File: config.mk
export PLATFORM = sky130hd
export DESIGN_NAME = vga_buffer_addr_scaler_flat
export DESIGN_NICKNAME = d
export VERILOG_FILES = /design/src/rtl/vga_buffer_addr_scaler_if.sv /design/src/rtl/vga_buffer_addr_scaler.sv /design/src/flat_wrapper.sv
export SDC_FILE = /design/constraint.sdc
export NUM_CORES = 1
export LEC_CHECK = 0
export ABC_CLOCK_PERIOD_IN_PS = 18450
export CAP_MARGIN = 20
export CORE_MARGIN = 8
export CORE_UTILIZATION = 50
export DETAILED_ROUTE_END_ITERATION = 6
export PLACE_DENSITY_LB_ADDON = 0.3
export SLEW_MARGIN = 5
export SYNTH_ARGS = -nofsm -noshare
export SYNTH_HDL_FRONTEND = slang
export SYNTH_SLANG_ARGS = --single-unit
File: constraint.sdc
create_clock -name clk -period 18.45 [get_ports clk]
set_input_delay 4.6125 -clock clk [delete_from_list [all_inputs] [get_ports clk]]
set_output_delay 4.6125 -clock clk [all_outputs]
set_load 0.005 [all_outputs]
File: src/rtl/vga_buffer_addr_scaler_if.sv
// vga_buffer_addr_scaler_if: position/config inputs and address/status outputs between VGA driver and address scaler
interface vga_buffer_addr_scaler_if #(
  parameter int PW = 10,
  parameter int AW = 15
);
  logic [PW-1:0] posX;
  logic [PW-1:0] posY;
  logic [1:0]    scale_sel;
  logic [PW-1:0] win_x0;
  logic [PW-1:0] win_y0;
  logic [AW-1:0] addr_out;
  logic          in_win;
  logic          frame_start;
  logic          seq_err;
  modport master (
    output posX, posY, scale_sel, win_x0, win_y0,
    input  addr_out, in_win, frame_start, seq_err
  );
  modport slave (
    input  posX, posY, scale_sel, win_x0, win_y0,
    output addr_out, in_win, frame_start, seq_err
  );
endinterface

File: src/rtl/vga_buffer_addr_scaler.sv
// vga_buffer_addr_scaler: 2-stage VGA position to buffer address with 1x/2x/4x scaling, window origin, incremental rows (clk, rst, bus: posX/posY/scale_sel/win_x0/win_y0 in; addr_out/in_win/frame_start/seq_err out)
module vga_buffer_addr_scaler #(
  parameter int IMG_X    = 160,
  parameter int IMG_Y    = 120,
  parameter int AW       = 15,
  parameter int PW       = 10,
  parameter int H_ACTIVE = 640,
  parameter int V_ACTIVE = 480
) (
  input logic clk,
  input logic rst,
  vga_buffer_addr_scaler_if.slave bus
);
  localparam int XW = PW + 2;
  localparam logic [AW-1:0] BLACK = AW'(IMG_X * IMG_Y);
  localparam logic [AW-1:0] ROW   = AW'(IMG_X);
  localparam logic [XW-1:0] IX    = XW'(IMG_X);
  localparam logic [XW-1:0] IY    = XW'(IMG_Y);
  localparam logic [PW-1:0] HA    = PW'(H_ACTIVE);
  localparam logic [PW-1:0] VA    = PW'(V_ACTIVE);
  logic [PW-1:0] r_x, r_y, r_prev_y, r_x0, r_y0;
  logic [1:0]    r_sc, r_vsub;
  logic [AW-1:0] r_rb, r_addr;
  logic          r_vld, r_seen, r_rsync, r_in, r_fs, r_err;
  logic [PW-1:0] w_x0, w_y0, w_col;
  logic [1:0]    w_sc, w_s, w_vmax, w_vsub;
  logic [XW-1:0] w_xhi, w_yhi;
  logic [AW-1:0] w_rb, w_addr;
  logic          w_fs0, w_chg, w_ymid, w_tclr, w_tinc, w_wrap, w_bad, w_rsync, w_win;
  always_comb begin
    w_fs0   = r_vld && r_x == '0 && r_y == '0;
    w_sc    = w_fs0 ? bus.scale_sel : r_sc;
    w_x0    = w_fs0 ? bus.win_x0 : r_x0;
    w_y0    = w_fs0 ? bus.win_y0 : r_y0;
    w_s     = (w_sc == 2'd0) ? 2'd0 : (w_sc == 2'd1) ? 2'd1 : 2'd2;
    w_vmax  = (w_s == 2'd0) ? 2'd0 : (w_s == 2'd1) ? 2'd1 : 2'd3;
    w_xhi   = {2'b00, w_x0} + (IX << w_s);
    w_yhi   = {2'b00, w_y0} + (IY << w_s);
    w_chg   = r_vld && r_y != r_prev_y;
    w_ymid  = r_y > w_y0 && {2'b00, r_y} < w_yhi;
    w_tclr  = w_chg && (r_y == '0 || r_y == w_y0);
    w_tinc  = w_chg && !w_tclr && w_ymid;
    w_wrap  = r_vsub == w_vmax;
    w_vsub  = w_tclr ? 2'd0 : !w_tinc ? r_vsub : w_wrap ? 2'd0 : r_vsub + 2'd1;
    w_rb    = w_tclr ? '0 : (w_tinc && w_wrap) ? r_rb + ROW : r_rb;
    w_bad   = w_chg && r_seen && r_y != r_prev_y + PW'(1) && r_y != '0;
    w_rsync = (r_vld && r_y == '0) ? 1'b0 : (r_rsync || w_bad);
    w_win   = r_vld && !w_rsync && r_x < HA && r_y < VA && r_x >= w_x0 && {2'b00, r_x} < w_xhi && r_y >= w_y0 && {2'b00, r_y} < w_yhi;
    w_col   = (r_x - w_x0) >> w_s;
    w_addr  = w_win ? w_rb + AW'(w_col) : BLACK;
  end
  always_ff @(posedge clk) begin
    if (rst) begin
      r_x      <= '0;
      r_y      <= '0;
      r_vld    <= 1'b0;
      r_sc     <= bus.scale_sel;
      r_x0     <= bus.win_x0;
      r_y0     <= bus.win_y0;
      r_rb     <= '0;
      r_vsub   <= '0;
      r_prev_y <= '0;
      r_seen   <= 1'b0;
      r_rsync  <= 1'b0;
      r_addr   <= BLACK;
      r_in     <= 1'b0;
      r_fs     <= 1'b0;
      r_err    <= 1'b0;
    end else begin
      r_x      <= bus.posX;
      r_y      <= bus.posY;
      r_vld    <= 1'b1;
      r_sc     <= w_sc;
      r_x0     <= w_x0;
      r_y0     <= w_y0;
      r_rb     <= w_rb;
      r_vsub   <= w_vsub;
      r_prev_y <= r_vld ? r_y : r_prev_y;
      r_seen   <= r_seen | r_vld;
      r_rsync  <= w_rsync;
      r_addr   <= w_addr;
      r_in     <= w_win;
      r_fs     <= w_fs0;
      r_err    <= r_err | w_bad;
    end
  end
  assign bus.addr_out    = r_addr;
  assign bus.in_win      = r_in;
  assign bus.frame_start = r_fs;
  assign bus.seq_err     = r_err;
endmodule

File: src/flat_wrapper.sv
// flat-port wrapper written by rule: the top's interface ports become plain ports
module vga_buffer_addr_scaler_flat 
#(
  parameter int IMG_X    = 160,
  parameter int IMG_Y    = 120,
  parameter int AW       = 15,
  parameter int PW       = 10,
  parameter int H_ACTIVE = 640,
  parameter int V_ACTIVE = 480
)
  (clk, rst, bus_posX, bus_posY, bus_scale_sel, bus_win_x0, bus_win_y0, bus_addr_out, bus_in_win, bus_frame_start, bus_seq_err);
  vga_buffer_addr_scaler_if #(.PW(PW), .AW(AW)) bus_i ();
  input logic clk;
  input logic rst;
  input wire logic [$bits(bus_i.posX)-1:0] bus_posX;
  input wire logic [$bits(bus_i.posY)-1:0] bus_posY;
  input wire logic [$bits(bus_i.scale_sel)-1:0] bus_scale_sel;
  input wire logic [$bits(bus_i.win_x0)-1:0] bus_win_x0;
  input wire logic [$bits(bus_i.win_y0)-1:0] bus_win_y0;
  output wire logic [$bits(bus_i.addr_out)-1:0] bus_addr_out;
  output wire logic [$bits(bus_i.in_win)-1:0] bus_in_win;
  output wire logic [$bits(bus_i.frame_start)-1:0] bus_frame_start;
  output wire logic [$bits(bus_i.seq_err)-1:0] bus_seq_err;
  assign bus_i.posX = bus_posX;
  assign bus_i.posY = bus_posY;
  assign bus_i.scale_sel = bus_scale_sel;
  assign bus_i.win_x0 = bus_win_x0;
  assign bus_i.win_y0 = bus_win_y0;
  assign bus_addr_out = bus_i.addr_out;
  assign bus_in_win = bus_i.in_win;
  assign bus_frame_start = bus_i.frame_start;
  assign bus_seq_err = bus_i.seq_err;
  vga_buffer_addr_scaler #(.IMG_X(IMG_X), .IMG_Y(IMG_Y), .AW(AW), .PW(PW), .H_ACTIVE(H_ACTIVE), .V_ACTIVE(V_ACTIVE)) u_core (.clk(clk), .rst(rst), .bus(bus_i));
endmodule
; Yosys cells after proc, flatten, opt, wreduce, memory -nomap -nowiden
; Index checks and enable logic that the tools add are counted.
[totals]
register_bits = 90
input_bits = 44
out_inout_bits = 18
elab_cells = 86
[op_classes]
n_addsub = 7
magnitude_cmp = 7
n_eq_ne = 6
shift = 3
muxes = 15
n_bitwise = 3
n_reduce_logical = 30
[op_table]
columns = op, count
row1 = two-way mux 10 bit, 4
row2 = two-way mux 15 bit, 2
row3 = adder 10 x 12 -> 12 bit, 2
row4 = < comparator 10 x 12 -> 1 bit, 2
row5 = greater-or-equal comparator 10 bit, 2
row6 = logical NOT 10 bit, 2
row7 = inequality test 10 bit, 2
row8 = logical AND 1 bit, 19
row9 = adder 15 x 10 -> 15 bit, 1
row10 = "adder 15 x 8 -> 15 bit, second input constant", 1
row11 = two-way mux 2 bit, 7
row12 = "left shift 7 x 2 -> 12 bit, first input constant", 1
row13 = "left shift 8 x 2 -> 12 bit, first input constant", 1
row14 = "adder 10 x 1 -> 10 bit, second input constant", 1
row15 = == test 10 bit, 1
row16 = > comparator 10 bit, 1
row17 = "< comparator 10 bit, second input constant", 1
row18 = "< comparator 10 x 9 -> 1 bit, second input constant", 1
row19 = nonzero test 10 bit, 1
row20 = right shift 10 x 2 -> 10 bit, 1
row21 = subtractor 10 bit, 1
row22 = "== test 2 x 1 -> 1 bit, second input constant", 2
row23 = logical NOT 2 bit, 2
row24 = OR reduction 2 bit, 2
row25 = other kinds (7), 11

; Depth between registers and ports, before layout
[logic_depth]
depth_word = 17
mapped_depth = 31
ltp_nobuf = 27

; Worst setup path before layout
; No wires, ideal clock.
[synth_timing]
kind = input to register
startpoint = input bus_win_y0[9]
endpoint = register u_core.r_addr[11], in the netlist u_core.bus.addr_out[11]
setup_time_ns = 0.117
arrival_time_ns = 8.763
required_ns = 18.333
slack_ns = 9.570
cell_stages = 22
n_path_buf = 1
cell_sequence = nand3_1 nand2_1 inv_1 ha_1 nand2_1 or3_1 nor3_1 a311oi_4 a21oi_2 clkbuf_1 nor2b_1 ha_1 a21o_1 a21oi_1 o21bai_1 a21oi_1 o21bai_1 a21oi_1 nor2_1 o32ai_2 mux2i_1 nand2_1
[synth_between]
elab_chain_len = 11
[synth_rtl]
columns = item, line_no
row1 = start: declaration, flat_wrapper.sv:19  ; input wire logic [$bits(bus_i.win_y0)-1:0] bus_win_y0;
row2 = two-way mux 10 bit *, vga_buffer_addr_scaler.sv:34  ; w_y0 = w_fs0 ? bus.win_y0 : r_y0;
row3 = "parallel branches: the longest is 8 deep, another holds adder 10 x 12 -> 12 bit", -
row4 = two-way mux 15 bit *, vga_buffer_addr_scaler.sv:45  ; w_rb = w_tclr ? '0 : (w_tinc && w_wrap) ? r_rb + ROW : r_rb;
row5 = via u_core.w_rb[1], vga_buffer_addr_scaler.sv:28  ; logic [AW-1:0] w_rb, w_addr;
row6 = adder 15 x 10 -> 15 bit *, vga_buffer_addr_scaler.sv:50  ; w_addr = w_win ? w_rb + AW'(w_col) : BLACK;
row7 = end signal: assignment, vga_buffer_addr_scaler.sv:81  ; r_addr <= w_addr;
row8 = end: declaration, vga_buffer_addr_scaler.sv:23  ; logic [AW-1:0] r_rb, r_addr;
; Mark *: on every way through the listed nets, which the timed path passes.
; A chain may end at the register's enable or synchronous reset.

; Worst setup path in the final report
[layout_timing]
startpoint = input bus_scale_sel[1]
endpoint = register u_core.r_addr[11], in the netlist u_core.bus.addr_out[11]
[layout_between]
elab_chain_len = 13
[layout_rtl]
columns = item, line_no
row1 = start: declaration, flat_wrapper.sv:17  ; input wire logic [$bits(bus_i.scale_sel)-1:0] bus_scale_sel;
row2 = two-way mux 2 bit *, vga_buffer_addr_scaler.sv:32  ; w_sc = w_fs0 ? bus.scale_sel : r_sc;
row3 = == test 2 x 1 -> 1 bit, vga_buffer_addr_scaler.sv:35  ; w_s = (w_sc == 2'd0) ? 2'd0 : (w_sc == 2'd1) ? 2'd1 : 2'd2;
row4 = two-way mux 2 bit, vga_buffer_addr_scaler.sv:35
row5 = two-way mux 2 bit *, vga_buffer_addr_scaler.sv:35
row6 = left shift 7 x 2 -> 12 bit, vga_buffer_addr_scaler.sv:38  ; w_yhi = {2'b00, w_y0} + (IY << w_s);
row7 = adder 10 x 12 -> 12 bit, vga_buffer_addr_scaler.sv:38
row8 = < comparator 10 x 12 -> 1 bit, vga_buffer_addr_scaler.sv:40  ; w_ymid = r_y > w_y0 && {2'b00, r_y} < w_yhi;
row9 = logical AND 1 bit, vga_buffer_addr_scaler.sv:40
row10 = logical AND 1 bit, vga_buffer_addr_scaler.sv:42  ; w_tinc = w_chg && !w_tclr && w_ymid;
row11 = logical AND 1 bit *, vga_buffer_addr_scaler.sv:45
row12 = two-way mux 15 bit * (2 in a row), vga_buffer_addr_scaler.sv:45
row13 = via u_core.w_rb[5], vga_buffer_addr_scaler.sv:28
row14 = adder 15 x 10 -> 15 bit *, vga_buffer_addr_scaler.sv:50
; The timed path passes the listed nets; every way through them passes the cells marked *.

==> flow_summary_export.csv <==
group,metric,value,unit
finish,n_antenna_cell,0,
synth,ys_async_sr_fraction,0,%
global_route,grt_util_met3,2.635,%
power,pwr_density_cell,77.04,nW/um2
critical_path,setup.worst_path.class,"primary input to register",
flow_run,timing.max_cap.violations,0,
floorplan,dieHeight,125.1,um
timing,finalCritPeriodShare,53.11,%
finish,most_common_cell_after_layout_fill_and_taps_aside,"dfxtp_1",
global_route,overflow,0,
clock_tree,numCtsBuffers,9,
synth,yosysUniqueCellTypes,82,
hold_path,whs_endpoint,"u_core.r_rb[2]$_SDFF_PP0_",
synth,ys_ff_latch,90,
finish,design.final.nets,844,
placed_design,finalWeightedCongestion,0.8570,
timing,max_slew_margin,39.92,%
hold_path,worstHoldStart,"u_core.r_rb[2]$_SDFF_PP0_",
finish,postLayoutCoreUtil,58.68,%
clock_tree,insertion_delay,0.34,ns
global_route,gr-usage-met1,23.13,%
critical_path,worst_path_largest_cell_delay,0.64,ns
synth,proportion_of_synthesized_chip_area_in_sequential_cells,30.29,%
critical_path,critPathRequiredTime,18.64,ns
clock_tree,cts_sinks,90,
timing,timing.final.max_slew_violations,0,
timing,hold-worst-slack,0.4486,ns
global_route,gr-usage-all-layers,18.40,%
critical_path,critPathCaptureType,"register",
timing,final.setup_skew,0.007727,ns
clock_tree,deepest_level_of_the_cts_h_tree,3,
synth,ys_warn_count,0,
finish,postLayoutCellArea,6930,um2
floorplan,design.core.area,11810,um2
critical_path,arrival_time_at_the_worst_endpoint,9.99,ns
placed_design,place.detailed.instances,881,
drt,finalWirelength,14510,um
clock_tree,cts_root_buf,"clkbuf_16",
drt,post_drt_via_cell_ratio,5.635,
critical_path,crit_slowest_cell,"clkdlybuf4s50_1",
synth,synth_ff_type,"dfxtp_1",
timing,hold_viol_final,0,
critical_path,reg2reg_to,"u_core.bus.addr_out[12]$_SDFF_PP0_",
clock_tree,clock_tree.buffer_depth,2,
finish,area_delta_synth_final,16.51,%
synth,mappedNetlistArea,5948,um2
clock_tree,cts.reportedPaths.clkPinSlew,0.06,ns
drt,drtIter0Drc,329,
clock_tree,post_cts_resize_count,0,
timing,rsz0062_at_grt,"false",
floorplan,design.die.area,15640,um2
power,static-leakage-power,3.040,nW
drt,post_drt_wl_per_cell,16.18,um
synth,postSynthAreaPerCell,8.522,um2
synth,synthesis.nets,797,
timing,worst_slew_pin_slew,0.9012,ns
floorplan,die_width,125.1,um
clock_tree,total_of_hold_buffers_inserted_after_clock_tree_synthesis,0,
drt,antenna_left,0,
timing,worst_slack,8.651,ns
timing,final-setup-viol-count,0,
clock_tree,tritoncts,"yes",
power,worst_ir_drop_vdd,0.00005227,V
finish,finalNonFillerCells,897,
critical_path,reg2regPathDepth,26,
floorplan,rows,40,
synth,post_syn_instances,698,
hold_path,worstHoldPathCells,1,
floorplan,start_util,50.36,%
global_route,first_pass_grt_wire_length,24230,um
power,totalPowerFinal,0.5339,mW
critical_path,path_common_cell,"ha_1",
global_route,grt_max_degree,43,
clock_tree,postCtsSetupRepairBufs,0,
drt,drtPass1Iterations,4,
timing,fmax,0.1020,GHz
global_route,grt_util_met2,31.70,%
floorplan,top_level_pins,62,
critical_path,ff2ff_setup_slack,11.21,ns
drt,vias,5055,
synth,number_of_synthesized_flops_with_an_enable_pin,0,
global_route,first_global_vias,4989,
placed_design,place_worst_setup_slack,8.443,ns
outcome,run_status,"completed",
global_route,grt_antenna_before_repair,0,
hold_path,min_path_type,"register to register",
critical_path,critical_path.reg2reg.startpoint,"u_core.r_vld$_DFF_P_",
global_route,busiest_layer,"met2",
critical_path,startpoint_type,"primary input",
placed_design,place_area,6638,um2
finish,mostFrequentLayoutCells,"dfxtp_1 (90), nand2_1 (75), nor2_1 (64)",
timing,final.min_clock_period,9.799,ns
critical_path,path_max_fanout,11,
placed_design,port-buffer-count,61,
finish,drive_gt1_share,8.267,%
drt,post-route-drc-count,0,
placed_design,hpwlAfterDp,11370,um
timing,tns,0,ns
-- layout make-up --
class / instances / area, um2
Fill cell: 1051 / 4881
Tap cell: 147 / 183.9
Sequential cell: 90 / 1802
Timing Repair Buffer: 64 / 633.1
Clock buffer: 13 / 270.3
Clock inverter: 3 / 22.52
Multi-Input combinational cell: 546 / 3891
Inverter: 34 / 127.6
-- how the worst max path moves through the flow --
stage                      from                                  to
2_1_floorplan     bus_win_y0[9]  u_core.bus.addr_out[11]$_SDFF_PP1_
4_1_cts        bus_scale_sel[1]  u_core.bus.addr_out[11]$_SDFF_PP1_
3_5_place_dp      bus_win_y0[7]  u_core.bus.addr_out[12]$_SDFF_PP0_
3_3_place_gp      bus_win_y0[6]  u_core.bus.addr_out[11]$_SDFF_PP1_
5_1_grt        bus_scale_sel[1]  u_core.bus.addr_out[11]$_SDFF_PP1_
6_report       bus_scale_sel[1]  u_core.bus.addr_out[11]$_SDFF_PP1_
-- state kept, by name (all words and copies together), names as in the netlist, 2 cells and up --
register,count
u_core.r_y,10
u_core.r_prev_y,10
u_core.bus.addr_out,15
u_core.r_x,10
u_core.r_vsub,2
u_core.r_sc,2
u_core.r_rb,15
u_core.r_x0,10
u_core.r_y0,10
-- cell families after synthesis --
kind of cell	synth area share (%)
multiplexers	6.857
XOR/XNOR	6.331
AO/OA/AOI/OAI	16.91
buffers and inverters	4.291
flip-flops	30.29
adder cells (fa/ha/maj)	11.95
AND/OR/NAND/NOR	23.37
-- cells in the mapped netlist (all sizes together), types with 3 or more instances --
master	count	share of area [%]
mux2i	25	4.2
o21bai	5	0.63
nor3	15	1.3
nand2	76	4.9
nor2b	29	3.0
and2	20	2.2
xnor2	25	3.7
o21ai	21	1.8
or3	9	0.95
nand3	15	1.3
and3	3	0.34
nand2b	3	0.32
nor2	64	4.0
nor4	5	1.1
buf	10	0.99
a21oi	53	4.5
fa	3	1.0
a211oi	13	1.7
a31oi	6	0.63
clkbuf	18	1.2
a21o	14	1.8
ha	52	11
nor4b	3	0.80
dfxtp	90	30
inv	33	2.1
mux2	14	2.7
o21a	5	0.63
xor2	18	2.7
nand4	11	1.3
o31ai	3	0.38
o211ai	3	0.46
-- metal layers --
metal,vias to the layer above,wire length [um]
met3,13,644
met4,0,202
li1,2557,-
met5,-,0
met1,2385,6614
met2,100,7051
-- critical path: cells and delay by family --
family | cells | cell delay, ns
AO/OA/AOI/OAI | 8 | 1.90
adder cells (fa/ha/maj) | 4 | 1.15
AND/OR/NAND/NOR | 7 | 0.88
buffers and inverters | 3 | 0.87
XOR/XNOR | 2 | 0.32
multiplexers | 1 | 0.25
-- power breakdown --
part           switching (mW)  internal [mW]
combinational          0.0770         0.0641
clock                  0.0769          0.103
sequential            0.00950          0.204
total                   0.163          0.370
No activity file was read; power rests on OpenSTA's default activity.
